## src/rtl/ethernet_arp_transmitter_if.sv

```systemverilog
// Request and AXI-Stream transmit signals of the ARP reply transmitter.
// master: the transmitter; slave: the request source and stream sink.
interface ethernet_arp_transmitter_if;
  logic        i_arp_valid;
  logic        o_arp_ready;
  logic [47:0] i_req_SHA;
  logic [31:0] i_req_SPA;
  logic        o_tx_axis_tvalid;
  logic        i_tx_axis_tready;
  logic [63:0] o_tx_axis_tdata;
  logic [7:0]  o_tx_axis_tkeep;
  logic        o_tx_axis_tlast;

  modport master (
    input  i_arp_valid,
    input  i_req_SHA,
    input  i_req_SPA,
    input  i_tx_axis_tready,
    output o_arp_ready,
    output o_tx_axis_tvalid,
    output o_tx_axis_tdata,
    output o_tx_axis_tkeep,
    output o_tx_axis_tlast
  );

  modport slave (
    output i_arp_valid,
    output i_req_SHA,
    output i_req_SPA,
    output i_tx_axis_tready,
    input  o_arp_ready,
    input  o_tx_axis_tvalid,
    input  o_tx_axis_tdata,
    input  o_tx_axis_tkeep,
    input  o_tx_axis_tlast
  );
endinterface

```

## src/rtl/ethernet_arp_transmitter.sv

```systemverilog
// Builds an Ethernet ARP reply frame and streams it as 64-bit AXI-Stream beats.
// Define ARP_TX_PAD_EN to zero-pad the frame to the 60-byte Ethernet minimum.
module ethernet_arp_transmitter #(
  parameter logic [47:0] FPGA_MAC = 48'h211abcdef112,
  parameter logic [31:0] FPGA_IP  = 32'hC0000186
) (
  input  logic                              i_clk,
  input  logic                              i_reset,
  ethernet_arp_transmitter_if.master        bus,
  output logic [15:0]                       o_tx_count
);

`ifdef ARP_TX_PAD_EN
  localparam int unsigned FRAME_BYTES = 60;
`else
  localparam int unsigned FRAME_BYTES = 42;
`endif
  localparam int unsigned ARP_BYTES = 42;
  localparam int unsigned ARP_BITS  = ARP_BYTES * 8;
  localparam int unsigned BEATS     = (FRAME_BYTES + 7) / 8;
  localparam logic [2:0]  LAST_BEAT = 3'(BEATS - 1);

  typedef enum logic {IDLE, SEND} state_t;

  state_t      r_state;
  logic [2:0]  r_beat;
  logic [47:0] r_sha;
  logic [31:0] r_spa;
  logic [15:0] r_tx_count;
  logic        r_arp_ready;
  logic        r_tvalid;
  logic [63:0] r_tdata;
  logic [7:0]  r_tkeep;
  logic        r_tlast;
  logic [2:0]  w_next_beat;

  assign w_next_beat = r_beat + 3'd1;

  // Eight frame bytes of one beat; bytes past the ARP payload are zero.
  function automatic logic [63:0] beat_data(input logic [2:0]  beat,
                                            input logic [47:0] sha,
                                            input logic [31:0] spa);
    logic [ARP_BITS-1:0] frame;
    logic [ARP_BITS-1:0] shifted;
    logic [5:0]          n;
    frame = {sha, FPGA_MAC, 16'h0806, 16'h0001, 16'h0800, 8'h06, 8'h04,
             16'h0002, FPGA_MAC, FPGA_IP, sha, spa};
    beat_data = '0;
    for (int k = 0; k < 8; k++) begin
      n = {beat, 3'(k)};
      if (32'(n) < ARP_BYTES) begin
        shifted = frame << {n, 3'b000};
        beat_data[8*k +: 8] = shifted[ARP_BITS-1 -: 8];
      end
    end
  endfunction

  function automatic logic [7:0] beat_keep(input logic [2:0] beat);
    logic [5:0] n;
    beat_keep = '0;
    for (int k = 0; k < 8; k++) begin
      n = {beat, 3'(k)};
      beat_keep[k] = (32'(n) < FRAME_BYTES);
    end
  endfunction

  // Request capture, beat sequencing and frame counting.
  always_ff @(posedge i_clk) begin
    if (!i_reset) begin
      r_state     <= IDLE;
      r_beat      <= '0;
      r_sha       <= '0;
      r_spa       <= '0;
      r_tx_count  <= '0;
      r_arp_ready <= 1'b1;
      r_tvalid    <= 1'b0;
      r_tdata     <= '0;
      r_tkeep     <= '0;
      r_tlast     <= 1'b0;
    end else begin
      case (r_state)
        IDLE: begin
          if (bus.i_arp_valid) begin
            r_sha       <= bus.i_req_SHA;
            r_spa       <= bus.i_req_SPA;
            r_beat      <= '0;
            r_state     <= SEND;
            r_arp_ready <= 1'b0;
            r_tvalid    <= 1'b1;
            r_tdata     <= beat_data(3'd0, bus.i_req_SHA, bus.i_req_SPA);
            r_tkeep     <= beat_keep(3'd0);
            r_tlast     <= (LAST_BEAT == 3'd0);
          end
        end
        SEND: begin
          if (r_tvalid && bus.i_tx_axis_tready) begin
            if (r_tlast) begin
              r_state     <= IDLE;
              r_beat      <= '0;
              r_arp_ready <= 1'b1;
              r_tvalid    <= 1'b0;
              r_tdata     <= '0;
              r_tkeep     <= '0;
              r_tlast     <= 1'b0;
              r_tx_count  <= r_tx_count + 16'd1;
            end else begin
              r_beat  <= w_next_beat;
              r_tdata <= beat_data(w_next_beat, r_sha, r_spa);
              r_tkeep <= beat_keep(w_next_beat);
              r_tlast <= (w_next_beat == LAST_BEAT);
            end
          end
        end
        default: r_state <= IDLE;
      endcase
    end
  end

  assign bus.o_arp_ready      = r_arp_ready;
  assign bus.o_tx_axis_tvalid = r_tvalid;
  assign bus.o_tx_axis_tdata  = r_tdata;
  assign bus.o_tx_axis_tkeep  = r_tkeep;
  assign bus.o_tx_axis_tlast  = r_tlast;
  assign o_tx_count           = r_tx_count;

endmodule

```

## src/flat_wrapper.sv

```systemverilog
// flat-port wrapper written by rule: the top's interface ports become plain ports
module ethernet_arp_transmitter_flat 
#(
  parameter logic [47:0] FPGA_MAC = 48'h211abcdef112,
  parameter logic [31:0] FPGA_IP  = 32'hC0000186
)
  (i_clk, i_reset, o_tx_count, bus_i_arp_valid, bus_i_req_SHA, bus_i_req_SPA, bus_i_tx_axis_tready, bus_o_arp_ready, bus_o_tx_axis_tvalid, bus_o_tx_axis_tdata, bus_o_tx_axis_tkeep, bus_o_tx_axis_tlast);
  ethernet_arp_transmitter_if bus_i ();
  input  logic i_clk;
  input  logic i_reset;
  output logic [15:0] o_tx_count;
  input wire logic [$bits(bus_i.i_arp_valid)-1:0] bus_i_arp_valid;
  input wire logic [$bits(bus_i.i_req_SHA)-1:0] bus_i_req_SHA;
  input wire logic [$bits(bus_i.i_req_SPA)-1:0] bus_i_req_SPA;
  input wire logic [$bits(bus_i.i_tx_axis_tready)-1:0] bus_i_tx_axis_tready;
  output wire logic [$bits(bus_i.o_arp_ready)-1:0] bus_o_arp_ready;
  output wire logic [$bits(bus_i.o_tx_axis_tvalid)-1:0] bus_o_tx_axis_tvalid;
  output wire logic [$bits(bus_i.o_tx_axis_tdata)-1:0] bus_o_tx_axis_tdata;
  output wire logic [$bits(bus_i.o_tx_axis_tkeep)-1:0] bus_o_tx_axis_tkeep;
  output wire logic [$bits(bus_i.o_tx_axis_tlast)-1:0] bus_o_tx_axis_tlast;
  assign bus_i.i_arp_valid = bus_i_arp_valid;
  assign bus_i.i_req_SHA = bus_i_req_SHA;
  assign bus_i.i_req_SPA = bus_i_req_SPA;
  assign bus_i.i_tx_axis_tready = bus_i_tx_axis_tready;
  assign bus_o_arp_ready = bus_i.o_arp_ready;
  assign bus_o_tx_axis_tvalid = bus_i.o_tx_axis_tvalid;
  assign bus_o_tx_axis_tdata = bus_i.o_tx_axis_tdata;
  assign bus_o_tx_axis_tkeep = bus_i.o_tx_axis_tkeep;
  assign bus_o_tx_axis_tlast = bus_i.o_tx_axis_tlast;
  ethernet_arp_transmitter #(.FPGA_MAC(FPGA_MAC), .FPGA_IP(FPGA_IP)) u_core (.i_clk(i_clk), .i_reset(i_reset), .bus(bus_i), .o_tx_count(o_tx_count));
endmodule
```

## config.mk

```make
export PLATFORM = sky130hd
export DESIGN_NAME = ethernet_arp_transmitter_flat
export DESIGN_NICKNAME = d
export VERILOG_FILES = /design/src/rtl/ethernet_arp_transmitter_if.sv /design/src/rtl/ethernet_arp_transmitter.sv /design/src/flat_wrapper.sv
export SDC_FILE = /design/constraint.sdc
export NUM_CORES = 1
export LEC_CHECK = 0
export BUFFER_PORTS_ARGS = -buffer_cell sky130_fd_sc_hd__buf_2
export CORE_MARGIN = 4
export CORE_UTILIZATION = 44
export CTS_CLUSTER_SIZE = 20
export DETAILED_ROUTE_END_ITERATION = 8
export GPL_TIMING_DRIVEN = 0
export PLACE_DENSITY_LB_ADDON = 0.08
export SYNTH_ARGS = -nofsm -noshare
export SYNTH_HDL_FRONTEND = slang
export SYNTH_SLANG_ARGS = --single-unit
```

## constraint.sdc

```tcl
create_clock -name i_clk -period 2.5 [get_ports i_clk]
set_clock_uncertainty 0.05 [all_clocks]
set_input_delay 0.125 -clock i_clk [delete_from_list [all_inputs] [get_ports i_clk]]
set_output_delay 0.125 -clock i_clk [all_outputs]
set_load 0.01 [all_outputs]
```

* Yosys cells after proc, flatten, opt, wreduce, memory -nomap -nowiden
Index checks and enable logic that the tools add are counted.
** Storage, ports and cells
- Bits in registers :: 175
- Input port bits :: 84
- Word-level logic and storage cells :: 73
** Cells by class
- $add $sub $neg :: 2
- $lt $le $gt $ge :: 8
- Eq/ne operators :: 4
- Shift-type cells :: 8
- Mux-type cells :: 35
- Bitwise gates (word level) :: 1
- Reduce and logical (&&, ||, !) cells :: 5
** Operators by type and width (count)
- $shl A336 B9 Y336 :: 8
- $mux W64 :: 3
- $pmux W64 S2 :: 1
- $mux W8 :: 11
- $lt A6 B6 Y1 const B :: 8
- $add A16 B1 Y16 const B :: 1
- $pmux W8 S2 :: 1
- $mux W1 :: 11
- $mux W3 :: 3
- $pmux W1 S2 :: 4
- $ne A2 B2 Y1 const B :: 3
- $pmux W3 S2 :: 1
- $reduce_and A3 Y1 :: 2
- $reduce_and A2 Y1 :: 2
- $add A3 B1 Y3 const B :: 1
- $eq A3 B3 Y1 const B :: 1
- $logic_and A1 B1 Y1 :: 1
- $not A1 Y1 :: 1

* Longest topological paths before layout
- Word-level depth :: 6
- Depth in mapped cells :: 8
- Gate-level depth less buffers :: 6

* Worst setup path before layout
No wires, ideal clock.
- Path type :: register to register
- Start point :: register u_core.r_beat[0]
- End point :: register u_core.r_tdata[38], in the netlist u_core.bus.o_tx_axis_tdata[38]
- Setup time :: 74 ps
- Arrival time :: 1994 ps
- Required time :: 2376 ps
- Setup slack :: 382 ps
- Stages on the path, launching flop included :: 9
- Path through :: dfxtp_1 -> inv_1 -> ha_1 -> clkbuf_1 -> nor4bb_1 -> clkbuf_1 -> clkbuf_1 -> nand2_1 -> a31oi_1
** On the way
- Longest elaborated chain between the ends :: 6
** RTL lines
- start, declared :: RTL line ethernet_arp_transmitter.sv:26 : logic [2:0] r_beat;
- start signal, assigned :: RTL line ethernet_arp_transmitter.sv:107 : r_beat <= w_next_beat;
- $add A3 B1 Y3 (*) :: RTL line ethernet_arp_transmitter.sv:37 : assign w_next_beat = r_beat + 3'd1;
- $shl A336 B9 Y336 or $lt A6 B6 Y1 (tied branches) :: RTL line ethernet_arp_transmitter.sv:52, ethernet_arp_transmitter.sv:51
- $mux W8 (*) :: RTL line ethernet_arp_transmitter.sv:51 : if (32'(n) < ARP_BYTES) begin
- $mux W64 (*) :: RTL line ethernet_arp_transmitter.sv:97 : if (r_tlast) begin
- $mux W64 (*) :: RTL line ethernet_arp_transmitter.sv:96 : if (r_tvalid && bus.i_tx_axis_tready) begin
- $pmux W64 S2 (*) :: RTL line ethernet_arp_transmitter.sv:81 : case (r_state)
- end signal, assigned :: RTL line ethernet_arp_transmitter.sv:90 : r_tdata <= beat_data(3'd0, bus.i_req_SHA, bus.i_req_SPA);
- end signal, assigned :: RTL line ethernet_arp_transmitter.sv:108 : r_tdata <= beat_data(w_next_beat, r_sha, r_spa);
- end, declared :: RTL line ethernet_arp_transmitter.sv:32 : logic [63:0] r_tdata;
Mark *: on every way between the ends. The rest lies on a longest branch, timed or not. The select of a mux whose other input is x is not followed.
A chain may end at the register's enable or synchronous reset.

* Final worst setup path
- Start point :: register u_core.r_state
- End point :: register u_core.r_tdata[41], in the netlist u_core.bus.o_tx_axis_tdata[41]
** On the way
- Longest elaborated chain between the ends :: 3
** RTL lines
- start, declared :: RTL line ethernet_arp_transmitter.sv:25 : state_t r_state;
- start signal, assigned :: RTL line ethernet_arp_transmitter.sv:70 : r_state <= IDLE;
- start signal, assigned :: RTL line ethernet_arp_transmitter.sv:87 : r_state <= SEND;
- start signal, assigned :: RTL line ethernet_arp_transmitter.sv:98 : r_state <= IDLE;
- $not A1 Y1 (no line)
- $ne A2 B2 Y1 (no line)
- $reduce_and A2 Y1 (no line)
Parallel ways exist; a longest one is shown, timed or not.

==> metrics list <==
- In this run the critical register-to-register path is captured at u_core.bus.o_tx_axis_tdata[41].
* Max H-tree Level: 4
- Summing all placed instances gives a cell area of around 8000 um2.
* Count of standard-cell rows: 45
* Total chip power: between 6 and 7 mW
- Worst Tran Pin Value: ~0.72 ns
* Achievable clock frequency: approximately 430 MHz
- The later pin in the worst-skew pair is clocked with a latency of roughly 0.43 ns.
- The wire-length estimate of the detail-placed layout is 16300 um.
- Placer's final routability congestion estimate: approximately 0.85
- After floorplanning, the core was sized to cover ~15000 um2.
* Peak fanout along the critical path: 10
* Die X: ~130 um
- At the end of the flow the core is filled with cells to between 60 and 70%.
* Via count: ~7300
- Buffers from clock root to sink, at most: 2
- Netlist area before placement: roughly 7000 um2
- For this run, the leading register cell type out of synthesis is sky130_fd_sc_hd__dfxtp_1.
* Initial DRC Count: between 500 and 600
- STA puts the critical path data required time at roughly 2.8 ns.
* Worst slew margin: a little over half
- Worst reg2reg path startpoint: u_core.r_state
- Averaged over all synthesized cells, the footprint is a little under 8 um2.
- Worst setup path startpoint: u_core.r_state
- Run status: finished, final reports clean
- Die Height: about 130 um
- Drt pass-1 iters: 5
- Hold WC Path Type: input pin to flop
- Die outline area: between 15000 and 20000 um2
* Number of hold violations in the final report: 0
* Global-route wire length before repair: approximately 37000 um
- For this run, the number of Yosys warnings is 0.
* Io pins: ~180
- IR analysis of the VDD net gives a maximum drop of roughly 0.48 mV.
- In this run the power density over the cells is between 600 and 700 nW/um2.
- Lkg Pwr: between 3 and 4 nW
* Worst hold slack after final layout: 0.0592 ns
* Post-Synthesis Net Count: around 1000
- TritonCTS built the clock tree.
* Average via count per standard cell: between 5 and 6
- Final max-slew violation count: 0
- Syn-to-layout area delta: 37.7%
- Antenna-violating nets left: 0
- Sequential elements use 49.0% of the synthesized area.
* Count of fill cells added during filler insertion: 1408
* Buffers added on ports: 174
- Setup slack on the worst flop-to-flop path: between 0.15 and 0.2 ns
- Critical Path AT: approximately 2.6 ns
- Destination of the critical timing path: u_core.bus.o_tx_axis_tdata[41]
* Clock buffer count from CTS: 17
- Non-filler instance count after layout: ~1400
- Setup violations remaining at the end of the flow were counted as 0.
* Clock edge transition at the registers on the reported setup and hold paths: around 0.06 ns
- The net count of the finished layout is ~1300.
- DRC violations left: 0
- Wire length per cell after detailed routing: about 17 um
* Aggregate global-route resource usage: between 20% and 30%
- For the worst flop-to-flop path, the logic depth is 7.
- STA classifies the critical path endpoint as a flop.
* Count of mapped cells out of synthesis: ~890
- CTS placed an instance of sky130_fd_sc_hd__clkbuf_16 at the clock tree root.
- Worst setup path class: flop to flop
- Wire length after detailed routing: between 20000 and 25000 um
- Share of layout cells above drive strength 1: around a fifth
- Register bit total from synthesis: roughly 170
* Max-Cap Viols: 0
* Total inserted antenna cells: 0
* Post-synth ARST share: 0%
- Counting distinct cell types in the post-synthesis netlist gives between 40 and 50.
- The number of global-route vias before repair was approximately 6800.
* Number of enable flip-flop cells after synthesis: 0
- Remaining Overflow, GRT: 0
- In this run the most critical hold path is launched from bus_i_tx_axis_tready.
- The clock drives about 170 sinks.
* Fin crit share: roughly 93%
- Post-layout instance area: around 9500 um2
- Initial standard-cell utilization of the core: 45.2%
* Critical path launch point type: flop
- The initial antenna violation count was 0.
* Final Critical Period: around 2.3 ns
- Largest net degree at the start of global routing: 17
- Setup repair after global routing left no endpoint under its margin.
- Cells after DPL: 1272
## timing repair
action	4_1_cts	5_1_grt
buffers inserted	0	0
endpoints found under the setup margin	20	46
resized for setup	4	13
hold endpoints to repair	116	0
hold buffers	81	0
gates cloned	0	0
## layer usage
metal / global-route usage, % / vias to the layer above / wire length, um
li1: - / 3570 / -
met1: 35.1 / 3376 / 10600
met2: 42.2 / 272 / 10800
met3: 6.23 / 41 / 1630
met4: 8.00 / 0 / 499
met5: 0 / - / 0
## critical path, cell delays in order, from the launching register on
cell	delay [ns]
sky130_fd_sc_hd__dfxtp_1	0.38
sky130_fd_sc_hd__clkbuf_1	0.33
sky130_fd_sc_hd__nand2b_1	0.17
sky130_fd_sc_hd__and2_1	0.12
sky130_fd_sc_hd__clkbuf_1	0.42
sky130_fd_sc_hd__clkbuf_1	0.52
sky130_fd_sc_hd__nand2_1	0.11
sky130_fd_sc_hd__a31oi_1	0.17
## cell families (layout without fill, tap and decap cells)
group,Yosys count,count (layout),synth area share (%)
AND/OR/NAND/NOR,326,326,20.8
AO/OA/AOI/OAI,285,285,22.4
flip-flops,169,169,49.0
buffers and inverters,91,378,5.40
XOR/XNOR,9,9,1.14
adder cells (fa/ha/maj),5,5,0.906
multiplexers,2,2,0.290
## stage by stage
step	setup TNS, ns	worst slack [ns]
global route	0	0.0148
detailed placement	-3.98	-0.293
global placement	-4.38	-0.326
CTS	0	0.0529
floorplan	0	0.382
finish	0	0.164
## registers in the layout, indices dropped and copies added (netlist names), 2 cells and up
signal                      flops
u_core.o_tx_count              16
u_core.bus.o_tx_axis_tkeep      2
u_core.bus.o_tx_axis_tdata     64
u_core.r_sha                   48
u_core.r_spa                   32
u_core.r_beat                   3
## cell usage after synthesis, drive strengths merged (8+ instances only)
master / instances / area (um2)
buf: 16 / 91.3
nand2: 215 / 807
o21ai: 102 / 510
nand3: 10 / 50.1
dfxtp: 169 / 3380
and2: 13 / 81.3
clkbuf: 61 / 229
a21oi: 134 / 671
nor2: 33 / 124
nor3: 8 / 40.0
inv: 14 / 52.6
nand2b: 14 / 87.6
a31oi: 16 / 100
a22oi: 11 / 82.6
## worst min path at each step
stage,endpoint,slack (ns),cells past startpoint
after floorplan,u_core.r_sha[31],0.21,2
after global placement,u_core.r_spa[18],0.32,3
after detailed placement,u_core.r_spa[27],0.32,3
after CTS,u_core.bus.o_arp_ready,0.06,3
after global routing,u_core.bus.o_arp_ready,0.09,3
final,u_core.bus.o_arp_ready,0.06,3
## placed cells by master, fill, tap and decap left out, drive strengths merged, types with 4 or more instances in the layout
cell	count
nand4	4
nor2b	7
a221oi	7
nand2b	14
a21oi	134
o21ai	102
bufinv	4
a22oi	11
clkbuf	86
inv	14
buf	190
nor3	8
nand3	10
dfxtp	169
or4	4
a31oi	16
and2	13
ha	5
dlygate4sd3	81
xnor2	7
or3	6
o311ai	4
nand2	215
nor2	33
## layout make-up
| class | count | area (um2) | share of cell area [%] |
|---|---|---|---|
| inverter | 14 | 52.6 | 0.553 |
| buffer | 77 | 332 | 3.49 |
| sequential | 169 | 3380 | 35.6 |
| clock buffer | 25 | 485 | 5.11 |
| clock inverter | 7 | 139 | 1.46 |
| multi-input combinational | 627 | 3170 | 33.3 |
| tap | 211 | 264 | 2.78 |
| timing repair buffer | 255 | 1680 | 17.7 |
## power breakdown
group / leakage (nW) / total [mW] / internal [mW] / switching (mW)
Clock: 0.305 / 2.81 / 1.75 / 1.06
Combinational: 2.18 / 0.799 / 0.338 / 0.461
Sequential: 1.39 / 2.94 / 2.85 / 0.0880
Total: 3.87 / 6.55 / 4.94 / 1.61
(Power assumes the default switching activity.)
